[src/rtl/nbitpow_pkg.sv]
// +-----------------------------------------------------------------------------+
// | nbitpow_pkg : shared FSM encoding and counter sizing for nbitpow_seq        |
// | Revision    : 1.0                                                           |
// +-----------------------------------------------------------------------------+
`default_nettype none

package nbitpow_pkg;

   localparam logic [0:0] C_ST_IDLE = 1'b0;
   localparam logic [0:0] C_ST_RUN  = 1'b1;

   typedef enum logic [0:0] {
      IDLE = C_ST_IDLE,
      RUN  = C_ST_RUN
   } state_e;

   // Smallest w with 2**w >= n; callers pass EW+1 so the step counter covers 0..EW.
   function automatic int clog2(input int n);
      int w;
      w = 1;
      for (int i = 0; i < 31; i++) begin
         if ((1 << w) < n) w = w + 1;
      end
      return w;
   endfunction

endpackage

`default_nettype wire

[src/rtl/nbitmul.sv]
// +-----------------------------------------------------------------------------+
// | nbitmul  : combinational WIDTH x WIDTH -> 2*WIDTH unsigned multiplier        |
// | Revision : 1.0                                                               |
// +-----------------------------------------------------------------------------+
`default_nettype none

module nbitmul #(
   parameter int WIDTH = 6
) (
   input  logic [WIDTH-1:0]   a_i,
   input  logic [WIDTH-1:0]   b_i,
   output logic [2*WIDTH-1:0] p_o
);

   assign p_o = {{WIDTH{1'b0}}, a_i} * {{WIDTH{1'b0}}, b_i};

endmodule

`default_nettype wire

[src/rtl/nbitpow_seq.sv]
// +-----------------------------------------------------------------------------+
// | nbitpow_seq : sequential ain^bin by right-to-left square-and-multiply,       |
// |               one exponent bit per clock, exact overflow flag.               |
// |               Option macro NBITPOW_SATURATE_EN: overflowed results read as   |
// |               all ones instead of the modular value.                         |
// | Revision    : 1.0                                                            |
// +-----------------------------------------------------------------------------+
`default_nettype none

module nbitpow_seq
   import nbitpow_pkg::*;
#(
   parameter int WIDTH = 6,
   parameter int EW    = 6
) (
   input  logic             clk,
   input  logic             rst,
   input  logic             start,
   input  logic [WIDTH-1:0] ain,
   input  logic [EW-1:0]    bin,
   output logic             busy,
   output logic             done,
   output logic [WIDTH-1:0] pow,
   output logic             overflow
);

   localparam int CW = clog2(EW + 1);

   state_e             state_q;
   logic [WIDTH-1:0]   base_q;
   logic [WIDTH-1:0]   acc_q;
   logic [EW-1:0]      exp_q;
   logic [CW-1:0]      cnt_q;
   logic               base_ovf_q;
   logic               acc_ovf_q;
   logic               busy_q;
   logic               done_q;
   logic [WIDTH-1:0]   pow_q;
   logic               ovf_q;

   logic [2*WIDTH-1:0] w_sq;
   logic [2*WIDTH-1:0] w_mul;
   logic [WIDTH-1:0]   base_d;
   logic               base_ovf_d;
   logic [WIDTH-1:0]   acc_d;
   logic               acc_ovf_d;
   logic [WIDTH-1:0]   pow_d;
   logic               w_last;

   nbitmul #(.WIDTH(WIDTH)) u_sq (
      .a_i (base_q),
      .b_i (base_q),
      .p_o (w_sq)
   );

   nbitmul #(.WIDTH(WIDTH)) u_mul (
      .a_i (acc_q),
      .b_i (base_q),
      .p_o (w_mul)
   );

   assign w_last = (cnt_q == CW'(EW - 1));

   always_comb begin
      base_d     = w_sq[WIDTH-1:0];
      base_ovf_d = base_ovf_q | (|w_sq[2*WIDTH-1:WIDTH]);
      acc_d      = acc_q;
      acc_ovf_d  = acc_ovf_q;
      if (exp_q[0]) begin
         acc_d     = w_mul[WIDTH-1:0];
         // An overflowed base is always >= 2, so multiplying it in overflows too.
         acc_ovf_d = acc_ovf_q | base_ovf_q | (|w_mul[2*WIDTH-1:WIDTH]);
      end
      pow_d = acc_d;
`ifdef NBITPOW_SATURATE_EN
      if (acc_ovf_d) pow_d = '1;
`endif
   end

   always_ff @(posedge clk) begin
      if (rst) begin
         state_q    <= IDLE;
         base_q     <= '0;
         acc_q      <= '0;
         exp_q      <= '0;
         cnt_q      <= '0;
         base_ovf_q <= 1'b0;
         acc_ovf_q  <= 1'b0;
         busy_q     <= 1'b0;
         done_q     <= 1'b0;
         pow_q      <= '0;
         ovf_q      <= 1'b0;
      end else begin
         done_q <= 1'b0;
         case (state_q)
            IDLE: begin
               if (start) begin
                  state_q    <= RUN;
                  busy_q     <= 1'b1;
                  base_q     <= ain;
                  exp_q      <= bin;
                  acc_q      <= WIDTH'(1);
                  base_ovf_q <= 1'b0;
                  acc_ovf_q  <= 1'b0;
                  cnt_q      <= '0;
               end
            end
            RUN: begin
               base_q     <= base_d;
               base_ovf_q <= base_ovf_d;
               acc_q      <= acc_d;
               acc_ovf_q  <= acc_ovf_d;
               exp_q      <= exp_q >> 1;
               cnt_q      <= cnt_q + CW'(1);
               if (w_last) begin
                  state_q <= IDLE;
                  busy_q  <= 1'b0;
                  done_q  <= 1'b1;
                  pow_q   <= pow_d;
                  ovf_q   <= acc_ovf_d;
               end
            end
            default: state_q <= IDLE;
         endcase
      end
   end

   assign busy     = busy_q;
   assign done     = done_q;
   assign pow      = pow_q;
   assign overflow = ovf_q;

endmodule

`default_nettype wire

[config.mk]
export PLATFORM = sky130hd
export DESIGN_NAME = nbitpow_seq
export DESIGN_NICKNAME = d
export VERILOG_FILES = /design/src/rtl/nbitpow_pkg.sv /design/src/rtl/nbitmul.sv /design/src/rtl/nbitpow_seq.sv
export SDC_FILE = /design/constraint.sdc
export NUM_CORES = 1
export LEC_CHECK = 0
export ABC_AREA = 1
export ABC_CLOCK_PERIOD_IN_PS = 11400
export BUFFER_PORTS_ARGS = -buffer_cell sky130_fd_sc_hd__buf_2
export CAP_MARGIN = 20
export CORE_MARGIN = 2
export CORE_UTILIZATION = 65
export DETAILED_ROUTE_END_ITERATION = 7
export GPL_TIMING_DRIVEN = 1
export PLACE_DENSITY = 0.9
export SLEW_MARGIN = 5
export SYNTH_ARGS = -nofsm -noshare
export SYNTH_HDL_FRONTEND = slang
export SYNTH_SLANG_ARGS = --single-unit
[constraint.sdc]
create_clock -name clk -period 11.4 [get_ports clk]
set_clock_uncertainty 0.2 [all_clocks]
set_input_delay 1.71 -clock clk [delete_from_list [all_inputs] [get_ports clk]]
set_output_delay 1.71 -clock clk [all_outputs]
set_load 0.05 [all_outputs]
**Word level (Yosys, flattened, before mapping)**

Cells that the tools add are included.

- Bits in registers: 33
- Input port bits: 15
- Output and inout bits: 9
- Logic and storage cells: 46

- $add $sub $neg: 1
- Multiply operators: 2
- Eq/ne operators: 3
- Mux-type cells: 20
- Bitwise gates (word level): 4
- Reduce and logical (&&, ||, !) cells: 5

Operators with widths:

| kind | number |
|---|---|
| $pmux W6 S2 | 3 |
| $mul A6 B6 Y12 | 2 |
| $mux W6 | 4 |
| $reduce_or A6 Y1 | 2 |
| $pmux W1 S2 | 4 |
| $mux W1 | 7 |
| $pmux W3 S2 | 1 |
| $reduce_and A2 Y1 | 2 |
| $add A3 B1 Y3 const B | 1 |
| $eq A3 B3 Y1 const B | 1 |
| $mux W3 | 1 |
| $or A1 B1 Y1 | 3 |
| $ne A2 B1 Y1 const B | 1 |
| $ne A2 B2 Y1 const B | 1 |
| $reduce_or A2 Y1 | 1 |
| $not A1 Y1 | 1 |

**Logic depth before layout (Yosys ltp)**

Gate-level depths: netlist of the first run.

- Depth after elaboration: 5
- Mapped depth: 22
- Gate-level depth less buffers: 21

**Cells and area by module**

Synthesis of the first run repeated with hierarchy kept, for this count alone.

- Cells, all modules: 572
- Area total of the unflattened synthesis: 3857.4 µm²

By module, submodules not included:

| module | times used | cells each | area an instance (µm²) | seq. area each (µm²) |
|---|---|---|---|---|
| nbitpow_seq | 1 | 200 | 1440.1 | 660.6 |
| nbitmul at u_sq | 1 | 186 | 1221.2 | 0.0 |
| nbitmul at u_mul | 1 | 186 | 1196.1 | 0.0 |

**Worst setup path after synthesis of the first run**

No wires, ideal clock.

- Path type: reg2reg
- Start point: reg base_q[4]
- End point: reg ovf_q, in the netlist overflow
- Data arrival time: 3441 ps
- Data required time: 11087 ps
- Setup slack: 7646 ps
- Cell stages (with the launch flop): 19
- Buffers on the path: 1
- Cell sequence: dfxtp_1 -> clkbuf_1 -> nand2_1 -> fa_1 -> fa_1 -> fa_1 -> inv_1 -> ha_1 -> or2_4 -> nand2_2 -> nand2_1 -> nand2_1 -> nand3_1 -> nor2_1 -> nand3_1 -> nand2_1 -> nand2_1 -> nand2_1 -> nand2_1

- Word-level cells in the longest chain between the ends: 4

Ends and longest elaborated chain:

| what | line | text |
|---|---|---|
| start, declared | nbitpow_seq.sv:30 | `logic [WIDTH-1:0] base_q;` |
| start signal, assigned | nbitpow_seq.sv:100 | `base_q <= ain;` |
| start signal, assigned | nbitpow_seq.sv:109 | `base_q <= base_d;` |
| $mul A6 B6 Y12 | nbitmul.sv:15 | `assign p_o = {{WIDTH{1'b0}}, a_i} * {{WIDTH{1'b0}}, b_i};` |
| $reduce_or A6 Y1 | nbitpow_seq.sv:72 | `acc_ovf_d = acc_ovf_q \| base_ovf_q \| (\|w_mul[2*WIDTH-1:WIDTH]);` |
| $or A1 B1 Y1 | nbitpow_seq.sv:72 |  |
| $mux W1 | nbitpow_seq.sv:69 | `if (exp_q[0]) begin` |
| end signal, assigned | nbitpow_seq.sv:120 | `ovf_q <= acc_ovf_d;` |
| end, declared | nbitpow_seq.sv:39 | `logic ovf_q;` |

Every way passes these cells.
A chain may end at the register's enable or synchronous reset.

**Worst setup path after layout of the first run**

- Start point: reg base_q[3]
- End point: reg ovf_q, in the netlist overflow

The elaborated chain is that of the path after synthesis.

==> out/summary.txt, run 1 <==
post-synthesis sequential area ratio - 19.97%
CTS tree - done
worst skew pair latency - 0.29 ns
drt drc - 0
share of cells above drive strength 1 - 8.549%
grt ovf - 0
Fmax - 0.2500 GHz
Max Fanout on Critical Path - 14
clock buffer depth - 2
DRT Pass-1 Iters - 5
Slew Limit Fails - 0
Tmin final - 4.000 ns
Vias - 3043
unrepaired setup endpoints after global routing - no
maximum vdd drop - 0.1170 mV
number of synthesized flops with an enable pin - 0
Cells after Synth - 486
Seq. cell area - 660.6 µm²
total setup buffers inserted after CTS - 0
syn_area_per_cell - 6.807 µm²
CTS buffer count - 5
final hold violations - 0
actual slew at the worst max-slew pin - 0.8446 ns
CORE AREA - 4817 µm²
Fill cells - 371
Mapped Nets - 564
All-Layer GR Usage - 29.28%
most common cell after layout, fill and taps aside - nand2_1
CP Data Arrival Time - 3.99 ns
Clock transition at path regs - 0.07 ns
die area - 5676 µm²
area of the multi-input gates - 2138 µm²
final WL - 7.204 mm
Final nets - 580
Area growth syn-to-layout - 7.602%
dpl hpwl - 5.547 mm
initial core utilization - 68.68%
Slew headroom - 43.49%
Top-Level Pins - 24
yosys warns - 0
register bit total from synthesis - 33
# resized after CTS - 0
fin crit share - 35.08%
drt wl/cell - 12.64 µm
drt initial violations - 271
top_reg_cell synth - dfxtp_1
initial antenna violation count - 0
global-route wire length before repair - 12.80 mm
HP Class - reg -> reg
CTS root buffer - clkbuf_8
Post-Syn Area - 3308 µm²
routed vias/inst - 5.339
GPL Wtd Cong - 0.9112
Req. time, crit path - 11.39 ns
die extent in y - 75.34 µm
Sink Count - 33
P_leak - 2.118 nW
Util after Layout - 73.90%
Detail Route Antenna Nets - 0
run status - finished, final reports clean
most frequent cells in the layout - nand2_1, inv_1, ha_1
# hold bufs at CTS - 0
largest net degree at the start of global routing - 18
Final setup viols - 0
nature of the critical path endpoint - flop
Critical Setup Path Class - reg -> reg
Die Wd - 75.34 µm
Antenna diodes - 0
P per Cell Area - 77.68 nW/µm²
H-tree levels - 2
Startpoint Class - flop
vias in the first global route - 2974
setup TNS - 0 ns
post-synth cell types - 36
max_cap viols - 0
port buffer count - 23
async set-reset flop share out of synthesis - 0%
Cell Rows - 25
metal layers:
layer | vias to the layer above | global-route usage (%) | wire length [µm]
met5 | - | 0 | 0
met2 | 132 | 51.11 | 3574
met4 | 0 | 10.72 | 231
li1 | 1494 | - | -
met3 | 25 | 3.307 | 458
met1 | 1392 | 37.51 | 2939
where the power goes:
group	total (W)	internal [W]	switching, W
Clock	0.000111	0.0000654	0.0000460
Combinational	0.0000363	0.0000131	0.0000233
Sequential	0.000129	0.000120	0.00000903
registers in the layout (all words and copies together) (netlist names):
| register | flops |
|---|---|
| state_q | 1 |
| exp_q | 6 |
| overflow | 1 |
| pow | 6 |
| acc_ovf_q | 1 |
| base_ovf_q | 1 |
| acc_q | 6 |
| cnt_q | 3 |
| done | 1 |
| base_q | 6 |
| busy | 1 |
path summary, 6_finish.rpt:
path,from,end,slack [ns],depth (start not counted)
hold / removal,overflow,overflow,0.26,2
setup / recovery,base_q[3],overflow,7.40,17
setup reg to reg,base_q[3],overflow,7.40,17
hold reg to reg,overflow,overflow,0.26,2
through the flow:
stage	instance area, µm²	cells	setup slack (ns)	hold WS [ns]	power (W)
2_1_floorplan	3308	486	7.646	0.2266	0.0001558
3_3_place_gp	3445	562	7.540	0.2459	0.0001648
3_5_place_dp	3445	562	7.433	0.2411	0.0001664
4_1_cts	3560	570	7.426	0.2556	0.0002761
5_1_grt	3560	570	7.133	0.2763	0.0002880
6_report	3560	570	7.400	0.2557	0.0002765
synthesized netlist by cell type (all sizes together), types with 3 or more instances:
library cell  instances  area, µm²
buf                   5      27.53
a31oi                 3      18.77
dfxtp                33      660.6
a22oi                 3      22.52
clkbuf                9      35.03
nand3                21      110.1
fa                   26      520.5
nor2                 26      100.1
o21ai                23      122.6
ha                   37      462.9
or2                   3      21.27
a21oi                12      60.06
o221ai                3      26.28
nand2               148      560.5
inv                 118      442.9
cells by family (layout without fill, tap and decap cells):
kind of cell	after synthesis	in the layout	synth area share, %
simple gates	202	202	24.66
buf+inv	133	150	15.39
fa+ha+maj	63	63	29.73
compound gates	50	50	8.889
flops	33	33	19.97
xor+xnor	4	4	1.059
mux	1	1	0.3026
area by class of cell:
type                            instances  share of cell area (%)
Clock buffer                            5                   1.933
Inverter                              119                   12.55
Tap cell                               67                   2.355
Multi-Input combinational cell        320                   60.07
Timing Repair Buffer                   23                   3.234
Sequential cell                        33                   18.56
Clock inverter                          3                   1.301
worst max-delay path: stages (launching register included):
cell	delay, ns
dfxtp_1	0.67
nand2_1	0.14
fa_1	0.49
fa_1	0.52
fa_1	0.54
inv_1	0.04
ha_1	0.32
or2_4	0.29
nand3_2	0.09
nand2_1	0.05
nand2_1	0.05
nand2_1	0.04
nor2_1	0.11
nand3_1	0.10
nand2_1	0.09
nand2_1	0.06
nand2_1	0.05
nand2_1	0.04
Power figures use the tool's default switching activity.
==> run 2: changes to the inputs <==
--- a/config.mk
+++ b/config.mk
@@ -6,14 +6,14 @@
 export NUM_CORES = 1
 export LEC_CHECK = 0
 export ABC_AREA = 1
-export ABC_CLOCK_PERIOD_IN_PS = 11400
+export ABC_CLOCK_PERIOD_IN_PS = 3400
 export BUFFER_PORTS_ARGS = -buffer_cell sky130_fd_sc_hd__buf_2
 export CAP_MARGIN = 20
 export CORE_MARGIN = 2
-export CORE_UTILIZATION = 65
+export CORE_UTILIZATION = 56
 export DETAILED_ROUTE_END_ITERATION = 7
 export GPL_TIMING_DRIVEN = 1
-export PLACE_DENSITY = 0.9
+export PLACE_DENSITY = 0.83
 export SLEW_MARGIN = 5
 export SYNTH_ARGS = -nofsm -noshare
 export SYNTH_HDL_FRONTEND = slang
==> constraint.sdc (replaced) <==
create_clock -name clk -period 3.4 [get_ports clk]
set_clock_uncertainty 0.2 [all_clocks]
set_input_delay 0.51 -clock clk [delete_from_list [all_inputs] [get_ports clk]]
set_output_delay 0.51 -clock clk [all_outputs]
set_load 0.05 [all_outputs]
==> out/summary.txt, run 2 (synthesized netlist as in run 1, its figures left out) <==
Die Wd - 80.86 µm (was 75.34 µm)
die area - 6538 µm² (was 5676 µm²)
Slew Limit Fails - 0 (unchanged)
most common cell after layout, fill and taps aside - nand2_1 (unchanged)
unrepaired setup endpoints after global routing - yes (was no)
Critical Setup Path Class - reg -> reg (unchanged)
Sink Count - 33 (unchanged)
max_cap viols - 0 (unchanged)
clock buffer depth - 2 (unchanged)
largest net degree at the start of global routing - 18 (unchanged)
DP Worst Slack - -0.2077 ns (was 7.433 ns)
DP Area - 3776 µm² (was 3445 µm²)
FF-to-FF End - overflow (unchanged)
Detail Route Antenna Nets - 0 (unchanged)
port buffer count - 23 (unchanged)
Hold Path End - base_q[0] (was overflow)
cells on worst reg2reg path - 18 (was 17)
Max Fanout on Critical Path - 6 (was 14)
Vias - 3398 (was 3043)
setup TNS - -0.8450 ns (was 0 ns)
CTS buffer count - 5 (unchanged)
drt wl/cell - 15.29 µm (was 12.64 µm)
CP Data Arrival Time - 3.72 ns (was 3.99 ns)
R2R Path Start - base_q[4] (was base_q[3])
drt drc - 0 (unchanged)
Final setup viols - 3 (was 0)
failing checks - setup timing
P_leak - 2.341 nW (was 2.118 nW)
min-delay src - ain[0] (was overflow)
actual slew at the worst max-slew pin - 0.8100 ns (was 0.8446 ns)
most frequent cells in the layout - nand2_1, inv_1, buf_4 (was nand2_1, inv_1, ha_1)
design area - 4179 µm² (was 3560 µm²)
H-tree levels - 2 (unchanged)
DRT Pass-1 Iters - 5 (unchanged)
Clock transition at path regs - 0.07 ns (about the same)
P per Cell Area - 218.3 nW/µm² (was 77.68 nW/µm²)
Final nets - 625 (was 580)
final WL - 9.462 mm (was 7.204 mm)
setup ws final - -0.3278 ns (was 7.400 ns)
global-route wire length before repair - 14.52 mm (was 12.80 mm)
Fill cells - 378 (was 371)
initial core utilization - 58.99% (was 68.68%)
All-Layer GR Usage - 28.53% (was 29.28%)
CTS root buffer - clkbuf_8 (unchanged)
Area growth syn-to-layout - 26.32% (was 7.602%)
CORE AREA - 5608 µm² (was 4817 µm²)
Antenna diodes - 0 (unchanged)
Slew headroom - 45.80% (was 43.49%)
GPL Wtd Cong - 0.9203 (was 0.9112)
nature of the critical path endpoint - flop (unchanged)
Cell Rows - 27 (was 25)
Util after Layout - 74.52% (was 73.90%)
Startpoint Class - flop (unchanged)
vias in the first global route - 3279 (was 2974)
maximum vdd drop - 0.3343 mV (was 0.1170 mV)
CTS tree - done (unchanged)
drt initial violations - 251 (was 271)
Fmax - 0.2683 GHz (was 0.2500 GHz)
# hold bufs at CTS - 0 (unchanged)
initial antenna violation count - 0 (unchanged)
dpl hpwl - 6.234 mm (was 5.547 mm)
Req. time, crit path - 3.39 ns (was 11.39 ns)
Top-Level Pins - 24 (unchanged)
HP Class - in -> reg (was reg -> reg)
Hold Crit Depth - 3 (was 2)
routed vias/inst - 5.489 (was 5.339)
Tmin final - 3.728 ns (was 4.000 ns)
worst skew pair latency - 0.29 ns (about the same)
fin crit share - 109.6% (was 35.08%)
final hold violations - 0 (unchanged)
die extent in y - 80.86 µm (was 75.34 µm)
share of cells above drive strength 1 - 27.79% (was 8.549%)
grt ovf - 0 (unchanged)
Reg2Reg Setup Slack - -0.33 ns (was 7.40 ns)
run status - complete, but fails checks (was finished, final reports clean)
run 2: through the flow:
step | power [W] | instances | hold WS, ns
6_report | 0.0009122 | 619 | 0.2469
4_1_cts | 0.0008906 | 616 | 0.2494
3_5_place_dp | 0.0005867 | 603 | 0.2469
5_1_grt | 0.0009465 | 619 | 0.2642
3_3_place_gp | 0.0005800 | 603 | 0.2455
2_1_floorplan | 0.0005316 | 486 | 0.2266
run 2: what timing repair did:
action / in CTS / in global routing
setup endpoints to repair: 3 / 3
setup buffers: 6 / 3
pin swaps: 14 / 31
gates resized for setup: 37 / 35
run 2: final cells by class:
| class | count | area, µm² | area share, % |
|---|---|---|---|
| multi-input cells | 320 | 2380 | 56.95 |
| flip-flops and latches | 33 | 691.9 | 16.56 |
| repair buffers | 68 | 480.5 | 11.50 |
| inverters | 119 | 446.7 | 10.69 |
| well taps | 72 | 90.09 | 2.156 |
| clock buffers | 6 | 82.58 | 1.976 |
| clock inverters | 1 | 7.507 | 0.1796 |
run 2: worst max path at each step:
stage / from / end / slack (ns) / cells past startpoint
floorplan: base_q[0] / base_ovf_q / 0.004 / 19
global placement: base_q[0] / base_ovf_q / -0.14 / 17
detailed placement: base_q[1] / base_ovf_q / -0.21 / 19
CTS: base_q[1] / base_ovf_q / -0.12 / 19
global route: base_q[1] / overflow / -0.47 / 21
finish: base_q[4] / overflow / -0.33 / 18
run 2: routing by layer:
metal / wire length, µm / part of all wire, % / GRT usage (%) / up-vias
met1: 3501 / 37 / 33.15 / 1591
met5: 0 / 0 / 0 / -
met3: 667 / 7.0 / 3.333 / 47
met2: 4857 / 51 / 52.23 / 177
li1: - / - / - / 1583
met4: 436 / 4.6 / 13.05 / 0
run 2: worst max-delay path, stage by stage (launching register included):
cell and delay (ns):
dfxtp_4 0.39, buf_6 0.13, nand2_2 0.06, fa_2 0.55, fa_1 0.44, fa_1 0.52, inv_2 0.05, ha_4 0.24
inv_2 0.09, nand2_4 0.08, nand2_2 0.08, or2_1 0.14, nand3_1 0.09, nor2_1 0.14, nand3_1 0.14, nand2_1 0.12
nand2_1 0.07, nand2_1 0.06, nand2_1 0.05
run 2: power breakdown:
group          internal, W  switching [W]  total [W]
clock             0.000160       0.000143   0.000303
sequential        0.000400      0.0000222   0.000422
combinational    0.0000793       0.000108   0.000187
